File: src/rtl/ysyx_lsu_l1d.sv
`default_nettype none
// ============================================================================
// Module   : ysyx_lsu_l1d
// Purpose  : Load/store unit with a direct-mapped, write-through,
//            no-write-allocate L1 data cache of 2**L1D_LEN one-word lines.
//            Loads that hit answer one cycle after acceptance. Misses and
//            uncacheable loads go to the read bus. Stores always go to the
//            write bus, and a store that hits also updates the cached line.
// Ports    : clk, rst            - clock, synchronous active-high reset
//            req_*               - request from EXU (valid/ready handshake)
//            flush_i             - invalidate every line (fence)
//            resp_*              - one-cycle completion pulse, data, misalign
//            lsu_ar*/lsu_r*      - read bus (address, strobe, data, valid)
//            lsu_aw*/lsu_w*      - write bus (address, data, strobe, ready)
// Revision : 1.0  initial release
// ============================================================================
module ysyx_lsu_l1d #(
   parameter int ADDR_W  = 32,
   parameter int DATA_W  = 32,
   parameter int L1D_LEN = 4
) (
   input  logic              clk,
   input  logic              rst,
   input  logic              req_valid,
   output logic              req_ready,
   input  logic              req_wen,
   input  logic [3:0]        req_alu_op,
   input  logic [ADDR_W-1:0] req_addr,
   input  logic [DATA_W-1:0] req_wdata,
   input  logic              flush_i,
   output logic              resp_valid,
   output logic [DATA_W-1:0] resp_rdata,
   output logic              resp_misalign,
   output logic [ADDR_W-1:0] lsu_araddr_o,
   output logic              lsu_arvalid_o,
   output logic [7:0]        lsu_rstrb_o,
   input  logic [DATA_W-1:0] lsu_rdata,
   input  logic              lsu_rvalid,
   output logic [ADDR_W-1:0] lsu_awaddr_o,
   output logic              lsu_awvalid_o,
   output logic [DATA_W-1:0] lsu_wdata_o,
   output logic [7:0]        lsu_wstrb_o,
   output logic              lsu_wvalid_o,
   input  logic              lsu_wready
);

   // Operation encoding shared with the EXU
   localparam logic [3:0] OP_LB  = 4'd0;
   localparam logic [3:0] OP_LBU = 4'd1;
   localparam logic [3:0] OP_LH  = 4'd2;
   localparam logic [3:0] OP_LHU = 4'd3;
   localparam logic [3:0] OP_LW  = 4'd4;
   localparam logic [3:0] OP_SB  = 4'd5;
   localparam logic [3:0] OP_SH  = 4'd6;
   localparam logic [3:0] OP_SW  = 4'd7;

   localparam int NLINES = 2 ** L1D_LEN;
   localparam int TAG_W  = ADDR_W - L1D_LEN - 2;

   typedef enum logic [1:0] {
      IDLE   = 2'd0,
      LD_BUS = 2'd1,
      ST_BUS = 2'd2,
      RESP   = 2'd3
   } state_t;

   state_t state, state_nx;

   // ------------------------------------------------------------------
   // Helpers
   // ------------------------------------------------------------------
   function automatic logic is_cacheable(input logic [ADDR_W-1:0] a);
      return ((a >= ADDR_W'(32'h3000_0000)) && (a < ADDR_W'(32'h4000_0000))) ||
             ((a >= ADDR_W'(32'h8000_0000)) && (a < ADDR_W'(32'h8040_0000))) ||
             ((a >= ADDR_W'(32'ha000_0000)) && (a < ADDR_W'(32'hc000_0000)));
   endfunction

   function automatic logic [3:0] op_strb(input logic [3:0] op);
      case (op)
         OP_LB, OP_LBU, OP_SB: op_strb = 4'b0001;
         OP_LH, OP_LHU, OP_SH: op_strb = 4'b0011;
         default:              op_strb = 4'b1111;
      endcase
   endfunction

   function automatic logic is_misaligned(input logic [3:0] op, input logic [1:0] off);
      case (op)
         OP_LH, OP_LHU, OP_SH: is_misaligned = off[0];
         OP_LW, OP_SW:         is_misaligned = (off != 2'b00);
         default:              is_misaligned = 1'b0;
      endcase
   endfunction

   // Aligned word in, lane-shifted and extended result out
   function automatic logic [DATA_W-1:0] load_ext(input logic [DATA_W-1:0] word,
                                                  input logic [3:0] op,
                                                  input logic [1:0] off);
      logic [DATA_W-1:0] sh;
      sh = word >> {off, 3'b000};
      case (op)
         OP_LB:   load_ext = {{24{sh[7]}}, sh[7:0]};
         OP_LBU:  load_ext = {24'h0, sh[7:0]};
         OP_LH:   load_ext = {{16{sh[15]}}, sh[15:0]};
         OP_LHU:  load_ext = {16'h0, sh[15:0]};
         default: load_ext = sh;
      endcase
   endfunction

   // ------------------------------------------------------------------
   // Cache storage
   // ------------------------------------------------------------------
   logic [NLINES-1:0] valid;
   logic [TAG_W-1:0]  tag_mem  [NLINES];
   logic [DATA_W-1:0] data_mem [NLINES];

   // ------------------------------------------------------------------
   // Registered request
   // ------------------------------------------------------------------
   logic [ADDR_W-1:0] addr_q;
   logic [3:0]        op_q;
   logic              wen_q;
   logic [DATA_W-1:0] wdata_q;
   logic              mis_q;
   logic [DATA_W-1:0] rdata_q;

   // Lookup on the incoming request (used for the 1-cycle hit path)
   logic [L1D_LEN-1:0] req_idx;
   logic [TAG_W-1:0]   req_tag;
   logic               req_mis;
   logic               req_hit;

   assign req_idx = req_addr[L1D_LEN+1:2];
   assign req_tag = req_addr[ADDR_W-1:L1D_LEN+2];
   assign req_mis = is_misaligned(req_alu_op, req_addr[1:0]);
   assign req_hit = is_cacheable(req_addr) && valid[req_idx] &&
                    (tag_mem[req_idx] == req_tag);

   // Lookup on the registered request (fill and store-merge paths)
   logic [L1D_LEN-1:0] q_idx;
   logic [TAG_W-1:0]   q_tag;
   logic               q_cacheable;
   logic               q_hit;
   logic [7:0]         q_strb;
   logic [DATA_W-1:0]  q_wdata_sh;

   assign q_idx       = addr_q[L1D_LEN+1:2];
   assign q_tag       = addr_q[ADDR_W-1:L1D_LEN+2];
   assign q_cacheable = is_cacheable(addr_q);
   assign q_hit       = q_cacheable && valid[q_idx] && (tag_mem[q_idx] == q_tag);
   assign q_strb      = {4'b0000, op_strb(op_q)} << addr_q[1:0];
   assign q_wdata_sh  = wdata_q << {addr_q[1:0], 3'b000};

   // A reset in the same cycle abandons the access without touching the cache
   logic fill_we;
   logic merge_we;

   assign fill_we  = !rst && (state == LD_BUS) && lsu_rvalid && q_cacheable;
   assign merge_we = !rst && (state == ST_BUS) && wen_q && lsu_wready && q_hit;

   // ------------------------------------------------------------------
   // FSM
   // ------------------------------------------------------------------
   always_ff @(posedge clk) begin
      if (rst) begin
         state <= IDLE;
      end else begin
         state <= state_nx;
      end
   end

   always_comb begin
      state_nx = state;
      case (state)
         IDLE: begin
            if (req_valid) begin
               if (req_mis) begin
                  state_nx = RESP;
               end else if (req_wen) begin
                  state_nx = ST_BUS;
               end else if (req_hit) begin
                  state_nx = RESP;
               end else begin
                  state_nx = LD_BUS;
               end
            end
         end
         LD_BUS: if (lsu_rvalid) state_nx = RESP;
         ST_BUS: if (lsu_wready) state_nx = RESP;
         RESP:   state_nx = IDLE;
         default: state_nx = IDLE;
      endcase
   end

   // ------------------------------------------------------------------
   // Request / response registers
   // ------------------------------------------------------------------
   always_ff @(posedge clk) begin
      if (rst) begin
         addr_q  <= '0;
         op_q    <= '0;
         wen_q   <= 1'b0;
         wdata_q <= '0;
         mis_q   <= 1'b0;
         rdata_q <= '0;
      end else begin
         if ((state == IDLE) && req_valid) begin
            addr_q  <= req_addr;
            op_q    <= req_alu_op;
            wen_q   <= req_wen;
            wdata_q <= req_wdata;
            mis_q   <= req_mis;
            if (req_mis || req_wen) begin
               rdata_q <= '0;
            end else if (req_hit) begin
               rdata_q <= load_ext(data_mem[req_idx], req_alu_op, req_addr[1:0]);
            end
         end
         if ((state == LD_BUS) && lsu_rvalid) begin
            rdata_q <= load_ext(lsu_rdata, op_q, addr_q[1:0]);
         end
      end
   end

   // ------------------------------------------------------------------
   // Cache valid bits: reset beats flush, flush beats a same-cycle fill
   // ------------------------------------------------------------------
   always_ff @(posedge clk) begin
      if (rst || flush_i) begin
         valid <= '0;
      end else if (fill_we) begin
         valid[q_idx] <= 1'b1;
      end
   end

   // Tag/data arrays carry no reset; the valid bits guard them
   always_ff @(posedge clk) begin
      if (fill_we) begin
         data_mem[q_idx] <= lsu_rdata;
         tag_mem[q_idx]  <= q_tag;
      end else if (merge_we) begin
         for (int b = 0; b < 4; b++) begin
            if (q_strb[b]) begin
               data_mem[q_idx][8*b +: 8] <= q_wdata_sh[8*b +: 8];
            end
         end
      end
   end

   // ------------------------------------------------------------------
   // Outputs (masked while reset is asserted)
   // ------------------------------------------------------------------
   assign req_ready     = rst || (state == IDLE);
   assign resp_valid    = !rst && (state == RESP);
   assign resp_misalign = !rst && (state == RESP) && mis_q;
   assign resp_rdata    = rst ? '0 : rdata_q;

   assign lsu_araddr_o  = {addr_q[ADDR_W-1:2], 2'b00};
   assign lsu_arvalid_o = !rst && (state == LD_BUS);
   assign lsu_rstrb_o   = q_cacheable ? 8'h0f : q_strb;

   assign lsu_awaddr_o  = {addr_q[ADDR_W-1:2], 2'b00};
   assign lsu_awvalid_o = !rst && (state == ST_BUS);
   assign lsu_wvalid_o  = !rst && (state == ST_BUS);
   assign lsu_wdata_o   = q_wdata_sh;
   assign lsu_wstrb_o   = q_strb;

endmodule
`default_nettype wire

File: config.mk
export PLATFORM = sky130hd
export DESIGN_NAME = ysyx_lsu_l1d
export DESIGN_NICKNAME = d
export VERILOG_FILES = /design/src/rtl/ysyx_lsu_l1d.sv
export SDC_FILE = /design/constraint.sdc
export NUM_CORES = 1
export LEC_CHECK = 0
export CORE_ASPECT_RATIO = 0.9
export CORE_MARGIN = 8
export CORE_UTILIZATION = 30
export CTS_BUF_LIST = sky130_fd_sc_hd__clkbuf_8
export DETAILED_ROUTE_END_ITERATION = 7
export GPL_TIMING_DRIVEN = 0
export RECOVER_POWER = 50
export SLEW_MARGIN = 0
export SYNTH_ARGS = -nofsm -noshare
export SYNTH_HDL_FRONTEND = slang
export SYNTH_SLANG_ARGS = --single-unit
File: constraint.sdc
create_clock -name clk -period 13.87 [get_ports clk]
set_input_delay 4.161 -clock clk [delete_from_list [all_inputs] [get_ports clk]]
set_output_delay 4.161 -clock clk [all_outputs]
set_load 0.005 [all_outputs]
==> impl_metrics.json <==
{
  "status": "finished with violations",
  "violations": "max-capacitance violations, max-slew violations",
  "synthTopCellsByCount": "edfxtp_1, mux4_2, nand2_1",
  "syn_to_final_growth_pct": 18.0,
  "layout.nets": 3337,
  "synth_top_area_share_pct": 59.1,
  "synthArstFlopShare_pct": 0,
  "core_mm2": 0.157,
  "synthTopCellsByArea": "edfxtp_1, mux4_2, dfxtp_1, nand2_1, mux2i_1",
  "post_cts_buffers": 0,
  "startpoint_type": "primary input",
  "rows": 138,
  "vias": 29979,
  "numCtsBuffers": 173,
  "slew_headroom_pct": -66.2,
  "hold_path.class": "reg -> reg",
  "fin_util_pct": 35.5,
  "drive_gt1_share_pct": 24.2,
  "drtAntennaViolNets": 0,
  "timing.setup.tns_ns": 0,
  "crit_path_end_kind": "primary output",
  "initial_core_util_pct": 30.1,
  "netlist_area_mm2": 0.0471,
  "die_area_mm2": 0.170,
  "cap_violations": 25,
  "grt_use_total_pct": 18.8,
  "maxSlewViolCount": 365,
  "final.setup_skew_ns": 0.0918,
  "cts-resized-gates": 0,
  "antenna_found_initial": 10,
  "whs_path_depth": 2,
  "cts_buffer_depth": 3,
  "ys_ff_latch": 1052,
  "tritoncts": "built",
  "drc_errors": 0,
  "clockRootBuffer": "clkbuf_8",
  "n_fill_cell": 14868,
  "avgRoutedWirePerCell_um": 30.2,
  "grt_pass1_wl_mm": 227,
  "numPortBuffers": 245,
  "cp_max_fo": 10,
  "hold_viol": 0,
  "clk_latency_ns": 0.92,
  "synth_top_cell_by_area": "edfxtp_1",
  "path_clk_slew_ns": 0.05,
  "synth-main-ff-cell": "edfxtp_1",
  "io_pins": 257,
  "vdd_ir_drop_max_mv": 0.0856,
  "ys_types": 69,
  "p_comb_share_pct": 18.8,
  "yosysWarnings": 0,
  "h-tree-depth": 4,
  "grt_max_degree": 24,
  "required_ns": 9.71,
  "gp_congestion": 0.964,
  "setup-violations-final": 0,
  "gr-total-overflow": 0,
  "min_period_ns": 12.24,
  "first_global_vias": 29699,
  "synth-edff-count": 928,
  "fmax_mhz": 81.7,
  "reg2reg_depth": 10,
  "p_sw_share_pct": 29.8,
  "crit_type": "in -> out",
  "r2r_slack_ns": 6.76,
  "power.density_mw_per_mm2": 141,
  "worst_pin_slew_ns": 2.48,
  "finalWirelength_mm": 165,
  "cp.arrival_ns": 8.08,
  "pwr-share-seq_pct": 47.2,
  "cts_sinks": 1052,
  "viasPerCell": 5.48,
  "switchingPower_mw": 2.33,
  "yosysMostFrequentCell": "edfxtp_1",
  "dr.pass1.iters": 8,
  "dp_hpwl_mm": 117,
  "fin_crit_sh_pct": 88.2,
  "intPower_mw": 5.50,
  "synth.avg_cell_area_um2": 16.9,
  "total_leakage_power_nw": 17.6,
  "netlist_instances": 2784,
  "clkPwrFrac_pct": 34.0,
  "cts_hold_buf": 0,
  "rsz0062_at_grt": "false",
  "synth_seq_area_share_pct": 64.4,
  "drt-initial-drc-count": 3812,
  "die_w_um": 434,
  "dieHeight_um": 392
}
worst paths after layout:
path / start / end
hold / removal: wdata_q[27]$_SDFFE_PP0P_ / wdata_q[27]$_SDFFE_PP0P_
setup / recovery: rst / resp_rdata[18]
setup reg to reg: flop / data_mem[10][2]$_DFFE_PP_
hold reg to reg: wdata_q[27]$_SDFFE_PP0P_ / wdata_q[27]$_SDFFE_PP0P_
area by class of cell:
cell class | instances | area (um2) | share of cell area (%)
Inverter | 34 | 128 | 0.229
Sequential cell | 1052 | 30300 | 54.6
Clock buffer | 187 | 2570 | 4.63
Antenna cell | 6 | 15.0 | 0.0270
Tap cell | 2100 | 2630 | 4.72
Clock inverter | 129 | 766 | 1.38
Multi-Input combinational cell | 1454 | 15300 | 27.6
Timing Repair Buffer | 262 | 2520 | 4.52
Buffer | 249 | 1330 | 2.39
metal layers:
metal	vias up	wire, um	track usage (%)
li1	12000	-	-
met4	0	9310	9.89
met1	15630	62600	24.3
met3	420	17500	4.31
met5	-	0	0
met2	1929	75700	29.4
metrics by stage:
step                      instance area [um2]  hold slack (ns)  instances  worst slack (ns)  power (mW)
final                                   55600            0.457       5473              1.63        7.83
after global routing                    55600            0.480       5469              1.49        8.06
after CTS                               56100            0.459       5467              1.58        7.85
after detailed placement                52700            0.451       5151              1.58        5.22
after global placement                  52200            0.444       5134              1.58        5.21
after floorplan                         47200            0.432       2789              4.64        4.50
kinds of logic after synthesis:
| family | count (synthesis) | share of synthesized area [%] |
|---|---|---|
| AO/OA/AOI/OAI | 306 | 4.16 |
| XOR/XNOR | 64 | 1.19 |
| adder cells (fa/ha/maj) | 4 | 0.106 |
| buffers and inverters | 283 | 3.09 |
| flip-flops | 1052 | 64.4 |
| multiplexers | 537 | 22.0 |
| other | 1 | 0.00796 |
| AND/OR/NAND/NOR | 537 | 5.05 |
registers in the layout, indices dropped and copies added, names as in the netlist, named ones only:
name      cells
tag_mem     416
valid        16
data_mem    512
op_q          4
wen_q         1
mis_q         1
wdata_q      32
state         2
addr_q       32
rdata_q      32
worst max-delay path, stage by stage:
cell and delay, ns:
dlygate4sd3_1 0.72, clkbuf_1 0.39, clkbuf_1 1.01, clkbuf_1 0.76, nor2_1 0.46, clkdlybuf4s50_1 0.57
layout by cell type, fill, tap and decap left out, types with 19 or more instances in the layout:
cell	n
a21oi_1	133
buf_2	50
clkbuf_1	115
clkbuf_4	60
clkbuf_8	187
clkdlybuf4s50_1	244
clkinv_1	26
dfxtp_1	124
edfxtp_1	928
inv_1	99
mux2_2	52
mux2i_1	83
mux4_2	394
nand2_1	246
nor2_1	151
nor2b_1	41
o21ai_0	31
xnor2_1	45
xor2_1	19
power by group through the flow:
stage                     logic, mW  registers [mW]  clock network (mW)
after detailed placement       1.46            3.76                   0
after global routing           1.54            3.70                2.82
after global placement         1.45            3.76                   0
after floorplan               0.813            3.69                   0
final                          1.47            3.69                2.67
after CTS                      1.47            3.69                2.69
No activity file was read; power rests on OpenSTA's default activity.
